**src/rtl/alu_seq.sv**
```systemverilog
// Handshaked WIDTH-bit ALU with registered result/flags and an optional 1-bit-per-clock shifter.
// States: IDLE | waiting for an op ; BUSY | iterative shift in progress ; DONE | result held until out_ready
module alu_seq #(
  parameter int WIDTH      = 32,
  parameter int SHIFT_MODE = 0
) (
  input  logic             clk,
  input  logic             rst,
  input  logic             in_valid,
  output logic             in_ready,
  input  logic [3:0]       op,
  input  logic [WIDTH-1:0] a,
  input  logic [WIDTH-1:0] b,
  output logic             out_valid,
  input  logic             out_ready,
  output logic [WIDTH-1:0] result,
  output logic             carry,
  output logic             overflow,
  output logic             zero,
  output logic             err_illegal,
  output logic             busy
);

  localparam int SHW = $clog2(WIDTH);
  localparam int CW  = SHW + 1;

  localparam logic [3:0] OP_ADD = 4'b0000;
  localparam logic [3:0] OP_SLL = 4'b0001;
  localparam logic [3:0] OP_LT  = 4'b0010;
  localparam logic [3:0] OP_AND = 4'b0011;
  localparam logic [3:0] OP_OR  = 4'b0100;
  localparam logic [3:0] OP_SRL = 4'b0101;
  localparam logic [3:0] OP_GT  = 4'b0110;
  localparam logic [3:0] OP_XOR = 4'b0111;
  localparam logic [3:0] OP_SUB = 4'b1000;

  typedef enum logic [1:0] {IDLE, BUSY, DONE} state_t;

  state_t           state, state_nxt;
  logic             accept, oor, is_shift, iter_start;
  logic [SHW-1:0]   sh;
  logic [CW-1:0]    k;
  logic [WIDTH:0]   sum, diff;
  logic [WIDTH-1:0] res_nxt;
  logic             carry_nxt, ovf_nxt, err_nxt;
  logic [WIDTH-1:0] work, work_shifted;
  logic [CW-1:0]    cnt;
  logic             dir_right;

  assign accept     = in_valid && in_ready;
  assign sh         = b[SHW-1:0];
  assign oor        = (b >= WIDTH'(WIDTH));
  // out-of-range amounts iterate WIDTH times, which shifts everything out
  assign k          = oor ? CW'(WIDTH) : {1'b0, sh};
  assign sum        = {1'b0, a} + {1'b0, b};
  assign diff       = {1'b0, a} - {1'b0, b};
  assign is_shift   = (op == OP_SLL) || (op == OP_SRL);
  assign iter_start = (SHIFT_MODE != 0) && is_shift && (k != '0);
  assign work_shifted = dir_right ? (work >> 1) : (work << 1);

  always_comb begin
    res_nxt   = '0;
    carry_nxt = 1'b0;
    ovf_nxt   = 1'b0;
    err_nxt   = 1'b0;
    case (op)
      OP_ADD: begin
        {carry_nxt, res_nxt} = sum;
        ovf_nxt = (a[WIDTH-1] == b[WIDTH-1]) && (sum[WIDTH-1] != a[WIDTH-1]);
      end
      OP_SUB: begin
        res_nxt   = diff[WIDTH-1:0];
        carry_nxt = ~diff[WIDTH];
        ovf_nxt   = (a[WIDTH-1] != b[WIDTH-1]) && (diff[WIDTH-1] != a[WIDTH-1]);
      end
      OP_SLL:  res_nxt = oor ? '0 : (a << sh);
      OP_SRL:  res_nxt = oor ? '0 : (a >> sh);
      OP_LT:   res_nxt = {{(WIDTH-1){1'b0}}, (a < b)};
      OP_GT:   res_nxt = {{(WIDTH-1){1'b0}}, (a > b)};
      OP_AND:  res_nxt = a & b;
      OP_OR:   res_nxt = a | b;
      OP_XOR:  res_nxt = a ^ b;
      default: err_nxt = 1'b1;
    endcase
  end

  always_ff @(posedge clk or posedge rst) begin
    if (rst) state <= IDLE;
    else     state <= state_nxt;
  end

  always_comb begin
    state_nxt = state;
    case (state)
      IDLE: if (accept) state_nxt = iter_start ? BUSY : DONE;
      BUSY: if (cnt <= CW'(1)) state_nxt = DONE;
      DONE: begin
        if (accept)         state_nxt = iter_start ? BUSY : DONE;
        else if (out_ready) state_nxt = IDLE;
      end
      default: state_nxt = IDLE;
    endcase
  end

  always_comb begin
    in_ready  = (state == IDLE) || ((state == DONE) && out_ready);
    out_valid = (state == DONE);
    busy      = (state != IDLE);
  end

  always_ff @(posedge clk or posedge rst) begin
    if (rst) begin
      result      <= '0;
      carry       <= 1'b0;
      overflow    <= 1'b0;
      err_illegal <= 1'b0;
      work        <= '0;
      cnt         <= '0;
      dir_right   <= 1'b0;
    end else if (accept && iter_start) begin
      work      <= a;
      cnt       <= k;
      dir_right <= (op == OP_SRL);
    end else if (accept) begin
      result      <= res_nxt;
      carry       <= carry_nxt;
      overflow    <= ovf_nxt;
      err_illegal <= err_nxt;
    end else if (state == BUSY) begin
      work <= work_shifted;
      cnt  <= cnt - CW'(1);
      if (cnt <= CW'(1)) begin
        result      <= work_shifted;
        carry       <= 1'b0;
        overflow    <= 1'b0;
        err_illegal <= 1'b0;
      end
    end
  end

  // zero tracks the held result and is only meaningful alongside out_valid
  assign zero = out_valid && (result == '0);

endmodule
```
**config.mk**
```make
export PLATFORM = sky130hd
export DESIGN_NAME = alu_seq
export DESIGN_NICKNAME = d
export VERILOG_FILES = /design/src/rtl/alu_seq.sv
export SDC_FILE = /design/constraint.sdc
export NUM_CORES = 1
export LEC_CHECK = 0
export ABC_CLOCK_PERIOD_IN_PS = 3790
export BUFFER_PORTS_ARGS = -buffer_cell sky130_fd_sc_hd__clkbuf_2
export CAP_MARGIN = 30
export CORE_MARGIN = 8
export CORE_UTILIZATION = 26
export CTS_BUF_LIST = sky130_fd_sc_hd__clkbuf_16
export DETAILED_ROUTE_END_ITERATION = 7
export GPL_TIMING_DRIVEN = 0
export SYNTH_ARGS = -nofsm -noshare
export SYNTH_HDL_FRONTEND = slang
export SYNTH_SLANG_ARGS = --single-unit
```
**constraint.sdc**
```tcl
create_clock -name clk -period 3.79 [get_ports clk]
set_input_delay 0.379 -clock clk [delete_from_list [all_inputs] [get_ports clk]]
set_output_delay 0.379 -clock clk [all_outputs]
set_load 0.01 [all_outputs]
```
==> results of run 1 <==
-- per-layer routing --
metal / GRT usage / vias up / share of wire
met4: 0.113 / 2 / 0.053
met5: 0 / - / 0.00026
met1: 0.329 / 6307 / 0.41
met2: 0.397 / 873 / 0.44
met3: 0.0525 / 191 / 0.10
li1: - / 5639 / -
-- worst max-delay path by stage --
stage	end	slack (ns)	cells after the start
2_1_floorplan	overflow	0.11	15
3_3_place_gp	overflow	-1.97	16
6_report	overflow	0.1	16
5_1_grt	overflow	-0.009	16
3_5_place_dp	overflow	-1.90	16
4_1_cts	result[28]	0.01	12
-- worst max-delay path: stages --
cell,delay [ns]
clkbuf_2,0.10
clkbuf_4,0.23
inv_6,0.10
buf_4,0.20
clkbuf_8,0.20
ha_1,0.28
buf_2,0.21
nand2_1,0.09
o211ai_1,0.32
and3b_2,0.31
o2111ai_2,0.22
a31oi_2,0.38
a41oi_2,0.21
xnor2_1,0.26
nor3_1,0.08
a221o_1,0.29
-- power groups by stage --
stage	clock network, mW	registers (mW)	logic [mW]
2_1_floorplan	0	0.462	0.984
3_3_place_gp	0	0.466	1.60
3_5_place_dp	0	0.466	1.59
4_1_cts	0.456	0.459	1.62
6_report	0.451	0.461	1.69
5_1_grt	0.463	0.463	1.79
-- sequential cells by signal (all words and copies together) (netlist names) --
register and count:
result 32, state 1, err_illegal 1, carry 1, overflow 1
-- placed cells by master, fill, tap and decap left out, types with 13 or more instances in the layout --
cell type,Yosys,layout
nor4_1,26,24
buf_2,18,17
a21o_1,16,16
xnor2_1,27,27
mux2i_1,62,62
or3_1,13,13
a221oi_1,31,29
clkbuf_1,67,63
nor3_1,37,36
nor2_1,150,149
o211ai_1,25,25
a211oi_1,34,33
mux4_2,21,21
o221ai_1,13,13
a21oi_1,147,147
nand3_1,24,23
o21ai_0,103,101
nor2b_1,14,14
buf_4,9,14
dfrtp_1,36,36
a22oi_1,17,17
nand2_1,130,130
inv_1,94,92
o22ai_1,17,17
clkbuf_2,0,111
ha_1,97,97
mux2_2,32,32
-- final cells by class --
| type | instances | area share |
|---|---|---|
| repair buffers | 116 | 0.0506 |
| flip-flops and latches | 36 | 0.0766 |
| well taps | 518 | 0.0551 |
| multi-input cells | 1209 | 0.730 |
| clock buffers | 5 | 0.0106 |
| clock inverters | 3 | 0.00149 |
| plain buffers | 106 | 0.0423 |
| inverters | 100 | 0.0333 |
-- what timing repair did --
action,in CTS,in global routing
resized for setup,28,17
setup endpoints to repair,30,15
pin swaps,1,3
buffers inserted,3,1
hold buffers,0,0
cloned,0,0
-- cell families (layout without fill, tap and decap cells) --
group,after synthesis,count (layout),synth area share
xor+xnor,32,32,0.0274
simple gates,452,452,0.205
mux,116,116,0.145
flops,36,36,0.0882
compound gates,510,510,0.327
fa+ha+maj,99,99,0.123
buf+inv,209,330,0.0845
-- through the flow --
step | TNS (ns) | std cells | hold slack (ns) | worst slack (ns) | power, mW
after floorplan | 0 | 1454 | 0.487 | 0.108 | 1.45
after global placement | -40.00 | 2082 | 0.480 | -1.97 | 2.07
after detailed placement | -37.89 | 2084 | 0.482 | -1.90 | 2.06
after CTS | 0 | 2092 | 0.279 | 0.0117 | 2.54
after global routing | -0.00862 | 2093 | 0.322 | -0.00862 | 2.72
final | 0 | 2093 | 0.248 | 0.0967 | 2.61
==> qor.csv, run 1 <==
metric,value,unit
clkTransAtPathRegs,0.07,ns
cp.arrival,3.88,ns
design_area,11800,um2
via_count,13012,
yosys_warnings,0,
powerDensity,221,nW/um2
die_area,45900,um2
grt_max_degree,37,
routed_wirelength,60.9,mm
switchingPower,1.38,mW
grt_pass1_vias,12568,
cts.sinks,36,
synth-edff-count,0,
fp-row-count,72,
r2r-start,state[1],
initial_core_util,0.264,
swShare,0.530,
clockBufferDepth,2,
period_share,0.974,
fmax,271,MHz
hold_class,input port to asynchronous set/reset pin,
path_class,input port to register,
vias_per_cell,6.22,
critPathMaxFanout,11,
grt_use_total,0.253,
synth_nets,1625,
coreArea,38700,um2
drc_errors,0,
skew,0.00645,ns
cts_made_buffers,5,
slew_headroom,0.290,
htree_levels,2,
antenna_cells,0,
r2r_setup_slack,0.53,ns
worstSetupEndpointType,register,
seqCellArea,901,um2
seqPwrFrac,0.177,
synthTopCellsByArea,"ha_1 12%, dfrtp_1 8.8%, a21oi_1 7.2%, mux2i_1 6.1%, nor2_1 5.5%",
clock_latency,0.30,ns
slew_violations,0,
ir_drop,127,uV
gp_congestion,1.03,
syn_to_final_growth,15.2,%
portBuffers,110,
wl_per_cell,29.1,um
fp.dieW,214,um
avgSynthCellArea,7.02,um2
maxCapViolations,0,
multi_input_area,8590,um2
hold_violations,0,
crit_required,3.98,ns
synthCells,1454,
power.share.clock,0.173,
async_flop_share,1.00,
yosysUniqueCellTypes,81,
fin_nets,1745,
tightest_slew,1.06,ns
post-synth-top-count-cell,nor2_1,
drt_pass1_iterations,8,
grt_remaining_overflow,0,
place_hpwl,49.4,mm
drive_gt1_frac,0.159,
netlist_area,10200,um2
rr_worst_depth,8,
finalCoreUtilization,0.304,
grt_pass1_wl,88.2,mm
min_period,3.69,ns
antenna_found_initial,3,
p_comb_frac,0.650,
fillers,4342,
place_area,11400,um2
p_int,1.22,mW
cts_tree,yes,
reg2reg_to,result[26],
synth_top_area_cell,ha_1,
ys_ff_latch,36,
clockRootBuffer,clkbuf_16,
startpoint,b[2],
ys.flop_type,dfrtp_1,
p_leak,4.96,nW
ys_top_cells_by_count,"150 x nor2_1, 147 x a21oi_1, 130 x nand2_1",
final_antenna_net_count,0,
die_h,214,um
ys_seq_area_frac,0.0882,
yosysTopAreaCellShare,0.119,
setup_violations,0,
pin_count,111,
status,"complete, no violations",
startpoint_type,input port,
drt_iter0_markers,1895,
No activity file was read; power rests on OpenSTA's default activity.
==> run 2: changes to the inputs <==
Settings changed: BUFFER_PORTS_ARGS -buffer_cell sky130_fd_sc_hd__clkbuf_2 to unset, DONT_BUFFER_PORTS set to 1.
==> run 2 against run 1 <==
Clock power is essentially flat. Global-route usage grew 0.076 points. Final area shrank 4.3%. Largest cell class unchanged. Highest routed layer is now met4. Critical path type unchanged. Critical endpoint is now result[28]. Setup slack gained 0.0064 ns. Die area is the same. First-iteration DRC count shrank 2.6%. Worst hold slack lost 0.050 ns. Via count shrank 3.1%.
==> qor.csv, run 2 (same netlist as run 1, synthesis figures left out) <==
metric,value,unit,change
status,"complete, no violations",,
grt_max_degree,24,,-35%
layout_common_cells,"149 x nor2_1, 147 x a21oi_1, 130 x nand2_1",,
clockRootBuffer,clkbuf_16,,
coreArea,38700,um2,unchanged
skew,0.00958,ns,+0.00313 ns
min_period,3.69,ns,-0.00636 ns
final_antenna_net_count,0,,unchanged
fp-row-count,72,,unchanged
tns,0,ns,unchanged
r2r_setup_slack,0.41,ns,-0.12 ns
p_leak,4.53,nW,-8.7%
slew_violations,0,,unchanged
startpoint_type,input port,,
worstSetupEndpointType,register,,
tightest_slew,1.07,ns,+0.00894 ns
drt_iter0_markers,1846,,-2.6%
die_h,214,um,unchanged
setup_violations,0,,unchanged
clockBufferDepth,2,,unchanged
cts_tree,yes,,
grt_use_met1,0.337,,+0.00781
path_class,input port to register,,
hold_class,input port to register,,
drt_pass1_iterations,8,,unchanged
pin_count,111,,unchanged
fin_nets,1641,,-6.0%
die_area,45900,um2,unchanged
htree_levels,2,,unchanged
final_common_cell,nor2_1,,
cts.sinks,36,,unchanged
design_area,11300,um2,-4.3%
antenna_found_initial,0,,-3
period_share,0.973,,-0.00168
cts_made_buffers,5,,unchanged
via_count,12604,,-3.1%
regMostFlops,result,,
clkTransAtPathRegs,0.07,ns,about the same
cp.arrival,3.89,ns,about the same
grt_use_total,0.253,,+0.000758
grt_pass1_wl,87.5,mm,-0.85%
fmax,271,MHz,+0.17%
portBuffers,0,,-100%
critPathMaxFanout,17,,+6
place_hpwl,50.2,mm,+1.7%
rsz0062_at_grt,false,,
busiest_layer,met2,,
place_area,10900,um2,-4.6%
drc_errors,0,,unchanged
fp.dieW,214,um,unchanged
clock_latency,0.31,ns,about the same
finalCoreUtilization,0.291,,-0.0131
largest_reg_flops,32,,unchanged
ir_drop,150,uV,+17%
grt_pass1_vias,11867,,-5.6%
vias_per_cell,6.34,,+1.9%
grt_remaining_overflow,0,,unchanged
antenna_cells,0,,unchanged
grtUsageMet2,0.398,,+0.000425
hold_violations,0,,unchanged
routed_wirelength,61.4,mm,+0.90%
grt_use_met3,0.0557,,+0.00324
gp_congestion,1.02,,-1.4%
wl_per_cell,30.9,um,+6.2%
slew_headroom,0.283,,-0.00751
powerDensity,219,nW/um2,-1.2%
maxCapViolations,0,,unchanged
crit_required,3.99,ns,about the same
syn_to_final_growth,10.3,%,
drive_gt1_frac,0.0972,,-0.0622
initial_core_util,0.264,,unchanged
[run 2: stage by stage]
stage	cells	setup WS (ns)	hold WS, ns	power [mW]
after detailed placement	1976	-1.81	0.255	1.93
after floorplan	1454	0.108	0.487	1.45
after global routing	1989	0.00838	0.196	2.57
final	1989	0.103	0.198	2.46
after CTS	1987	-0.0767	0.190	2.40
after global placement	1972	-1.90	0.493	1.94
[run 2: timing repair]
action / in CTS / in global routing
hold buffers: 1 / 0
endpoints found under the hold margin: 13 / 0
buffers inserted: 4 / 3
resized for setup: 20 / 17
setup endpoints to repair: 30 / 18
pin swaps: 1 / 2
[run 2: critical path, stage by stage]
cell and delay, ns:
clkbuf_2 0.25, clkinv_4 0.23, clkbuf_4 0.31, ha_1 0.31, buf_2 0.18, a21oi_2 0.21
a21oi_1 0.14, o21ai_2 0.28, a21oi_1 0.20, a21o_1 0.30, o21bai_2 0.33, nor3_1 0.10
or4_1 0.49, and2_1 0.15
[run 2: final cells by class]
| cell class | count | area, um2 |
|---|---|---|
| Tap cell | 518 | 648 |
| Sequential cell | 36 | 901 |
| Buffer | 106 | 487 |
| Multi-Input combinational cell | 1209 | 8590 |
| Clock buffer | 5 | 125 |
| Timing Repair Buffer | 12 | 103 |
| Inverter | 100 | 387 |
| Fill cell | 4378 | 27500 |
| Clock inverter | 3 | 18.8 |
[run 2: path summary, 6_finish.rpt]
| kind | start | endpoint | cells past startpoint |
|---|---|---|---|
| max | b[3] | result[28] | 14 |
| min | in_valid | state[1] | 1 |
| max reg2reg | state[1] | result[26] | 8 |
| min reg2reg | err_illegal | err_illegal | 2 |
| max in group asynchronous | rst | result[2] | 3 |
| min in group asynchronous | rst | result[15] | 2 |
[run 2: power by group]
part | internal [mW] | total, mW | switching [mW]
Clock | 0.244 | 0.448 | 0.204
Sequential | 0.415 | 0.486 | 0.0706
Combinational | 0.526 | 1.53 | 1.00
Total | 1.18 | 2.46 | 1.28
[run 2: layer usage]
metal,up-vias,part of all wire
met5,-,0
met4,0,0.041
met3,134,0.11
met2,835,0.44
met1,6189,0.41
li1,5446,-
==> run 3: changes to the inputs <==
Settings changed: ABC_AREA set to 1, ABC_CLOCK_PERIOD_IN_PS 3790 to 3700, CELL_PAD_IN_SITES_DETAIL_PLACEMENT set to 1, CELL_PAD_IN_SITES_GLOBAL_PLACEMENT set to 1, PLACE_DENSITY_LB_ADDON set to 0.1.
Clock period 3.79 ns to 3.7 ns, I/O delays scaled along.
==> run 3 against run 2 <==
Sequential share of layout area is 0.79 points lower. Setup slack better by 0.0097 ns. Synthesized area is 13% higher. Register-to-register slack better by 1.2 ns. Sequential power is 6.6% higher. Clock skew is 0.0048 ns lower. First-iteration DRC count is 31% lower. Combinational power is 12% higher. Utilization is 0.76 points lower. Final cell count is 43% higher. Largest power group unchanged. Highest routed layer is now met5.
==> qor.csv, run 3 <==
metric,value,unit,change
status,"complete, no violations",,
fp-row-count,77,,+6.9%
vias_per_cell,5.49,,-13%
min_period,3.59,ns,
setup_violations,0,,unchanged
htree_levels,2,,unchanged
fin_cells,2845,,+43%
drc_errors,0,,unchanged
cts_made_buffers,5,,unchanged
period_share,0.970,,
cts.sinks,36,,unchanged
synth_fa_ha_area_frac,0.108,,-0.0144
tns,0,ns,unchanged
rsz0062_at_grt,true,,
crit_required,3.88,ns,-0.11 ns
clock_latency,0.30,ns,about the same
gp_congestion,0.987,,-3.2%
grt_remaining_overflow,0,,unchanged
ys_seq_area_frac,0.0778,,-0.0104
synth-edff-count,0,,unchanged
coreArea,44100,um2,+14%
fmax,279,MHz,
muxShareOfSynthArea,0,,-0.145
ys_ff_latch,36,,unchanged
antenna_found_initial,1,,+1
hold_class,input port to asynchronous set/reset pin,,
final_common_cell,nand2_1,,
drt_iter0_markers,1269,,-31%
ir_drop,217,uV,+45%
powerDensity,214,nW/um2,-2.3%
clkTransAtPathRegs,0.06,ns,about the same
die_area,51500,um2,+12%
portBuffers,0,,unchanged
cts_tree,yes,,
power,2.67,mW,+8.4%
initial_core_util,0.262,,-0.00134
fp.dieW,227,um,+6.0%
pin_count,111,,unchanged
yosysTopAreaCellShare,0.241,,+0.122
worstSetupEndpointType,register,,
die_h,227,um,+6.0%
via_count,15624,,+24%
drt_pass1_iterations,5,,-3
synth_simple_gate_area_frac,0.555,,+0.349
p_leak,6.79,nW,+50%
cp.arrival,3.77,ns,-0.12 ns
yosys_warnings,0,,unchanged
slew_headroom,0.337,,+0.0542
skew,0.00479,ns,-0.00479 ns
drive_gt1_frac,0.0621,,-0.0351
critPathMaxFanout,11,,-6
fin_nets,2423,,+48%
layout_common_cells,"744 x nand2_1, 388 x nand3_1, 278 x inv_1",,
routed_wirelength,83.3,mm,+36%
synth_top_family_by_area,simple AND/OR/NAND/NOR gates,,
grt_max_degree,37,,+54%
place_hpwl,71.2,mm,+42%
largest_reg_flops,32,,unchanged
synth_top_area_cell,nand2_1,,
syn_to_final_growth,7.92,%,
tightest_slew,0.994,ns,-0.0789 ns
clockBufferDepth,2,,unchanged
grt_pass1_wl,117,mm,+33%
cts_setup_buffers,0,,-4
yosysUniqueCellTypes,52,,-36%
synth_xor_area_frac,0.000757,,-0.0267
hold_violations,0,,unchanged
grt_use_total,0.318,,+0.0645
placed_cells,2839,,+44%
final_antenna_net_count,0,,unchanged
regMostFlops,result,,
synthCells,2244,,+54%
netlist_area,11600,um2,+13%
grt_pass1_vias,15618,,+32%
synth_compound_area_frac,0.111,,-0.215
post-synth-top-count-cell,nand2_1,,
maxCapViolations,0,,unchanged
synthTopCellsByArea,"nand2_1 24%, nand3_1 17%, ha_1 10%, inv_1 9.0%, dfrtp_1 7.8%",,
async_flop_share,1.00,,unchanged
ys_top_cells_by_count,"744 x nand2_1, 389 x nand3_1, 278 x inv_1",,
fillers,6149,,+40%
ys.flop_type,dfrtp_1,,
clockRootBuffer,clkbuf_16,,
slew_violations,0,,unchanged
synth_nets,2415,,+49%
path_class,input port to register,,
antenna_cells,0,,unchanged
startpoint_type,input port,,
avgSynthCellArea,5.16,um2,-27%
wl_per_cell,29.3,um,-5.1%
==> run 3: path summary, 6_finish.rpt <==
kind	depth (start not counted)	startpoint	slack [ns]	end
min in group clk	2	op[3]	0.26	err_illegal
setup / recovery	16	b[2]	0.11	result[12]
max in group asynchronous	1	rst	3.08	result[7]
setup reg to reg	6	state[1]	1.65	result[7]
hold / removal	1	rst	0.09	result[30]
hold reg to reg	2	result[23]	0.58	result[23]
==> run 3: critical path, stage by stage <==
cell and delay (ns):
clkbuf_1 0.15, inv_2 0.11, buf_2 0.33, clkbuf_4 0.36, ha_1 0.36, inv_2 0.20
nand2_1 0.12, nand2_1 0.16, and2_1 0.31, nand2_1 0.09, nand3_1 0.25, a21oi_1 0.11
nor2_1 0.49, nand2_1 0.20, nand2_1 0.10, nand2_1 0.05
==> run 3: cell type report <==
| type | instances | area [um2] | area share |
|---|---|---|---|
| Inverter | 290 | 1090 | 0.0875 |
| Clock inverter | 3 | 15.0 | 0.00120 |
| Timing Repair Buffer | 3 | 22.5 | 0.00180 |
| Tap cell | 592 | 741 | 0.0593 |
| Buffer | 97 | 602 | 0.0482 |
| Multi-Input combinational cell | 1819 | 8990 | 0.720 |
| Clock buffer | 5 | 125 | 0.0100 |
| Sequential cell | 36 | 901 | 0.0721 |
==> run 3: timing repair <==
item / in CTS / in global routing
setup endpoints to repair: 3 / 2
gates resized for setup: 1 / 3
hold endpoints to repair: 0 / 0
hold buffers: 0 / 0
==> run 3: per-layer routing <==
layer	share of wire	routed length (um)	GRT usage
met2	0.48	40000	0.553
met3	0.050	4130	0.0343
met4	0.041	3420	0.112
met5	0.00016	13	0
met1	0.43	35800	0.403
==> run 3: logic make-up (layout without fill, tap and decap cells) <==
kind of cell | after synthesis | in the layout
fa+ha+maj | 99 | 99
compound gates | 229 | 229
flops | 36 | 36
simple gates | 1490 | 1490
xor+xnor | 1 | 1
buf+inv | 389 | 398
==> run 3: through the flow <==
step / utilization / setup slack, ns / hold slack [ns] / instance area [um2]
3_3_place_gp: 0.279 / -0.834 / 0.567 / 12300
2_1_floorplan: - / 1.15 / 0.515 / 11600
5_1_grt: 0.283 / 0.0115 / 0.162 / 12500
3_5_place_dp: 0.280 / -0.548 / 0.432 / 12300
6_report: 0.283 / 0.113 / 0.0922 / 12500
4_1_cts: 0.283 / 0.00775 / 0.121 / 12500
==> run 3: power breakdown <==
part / switching [mW] / internal (mW)
sequential: 0.0770 / 0.441
combinational: 1.27 / 0.452
clock: 0.187 / 0.245
total: 1.53 / 1.14
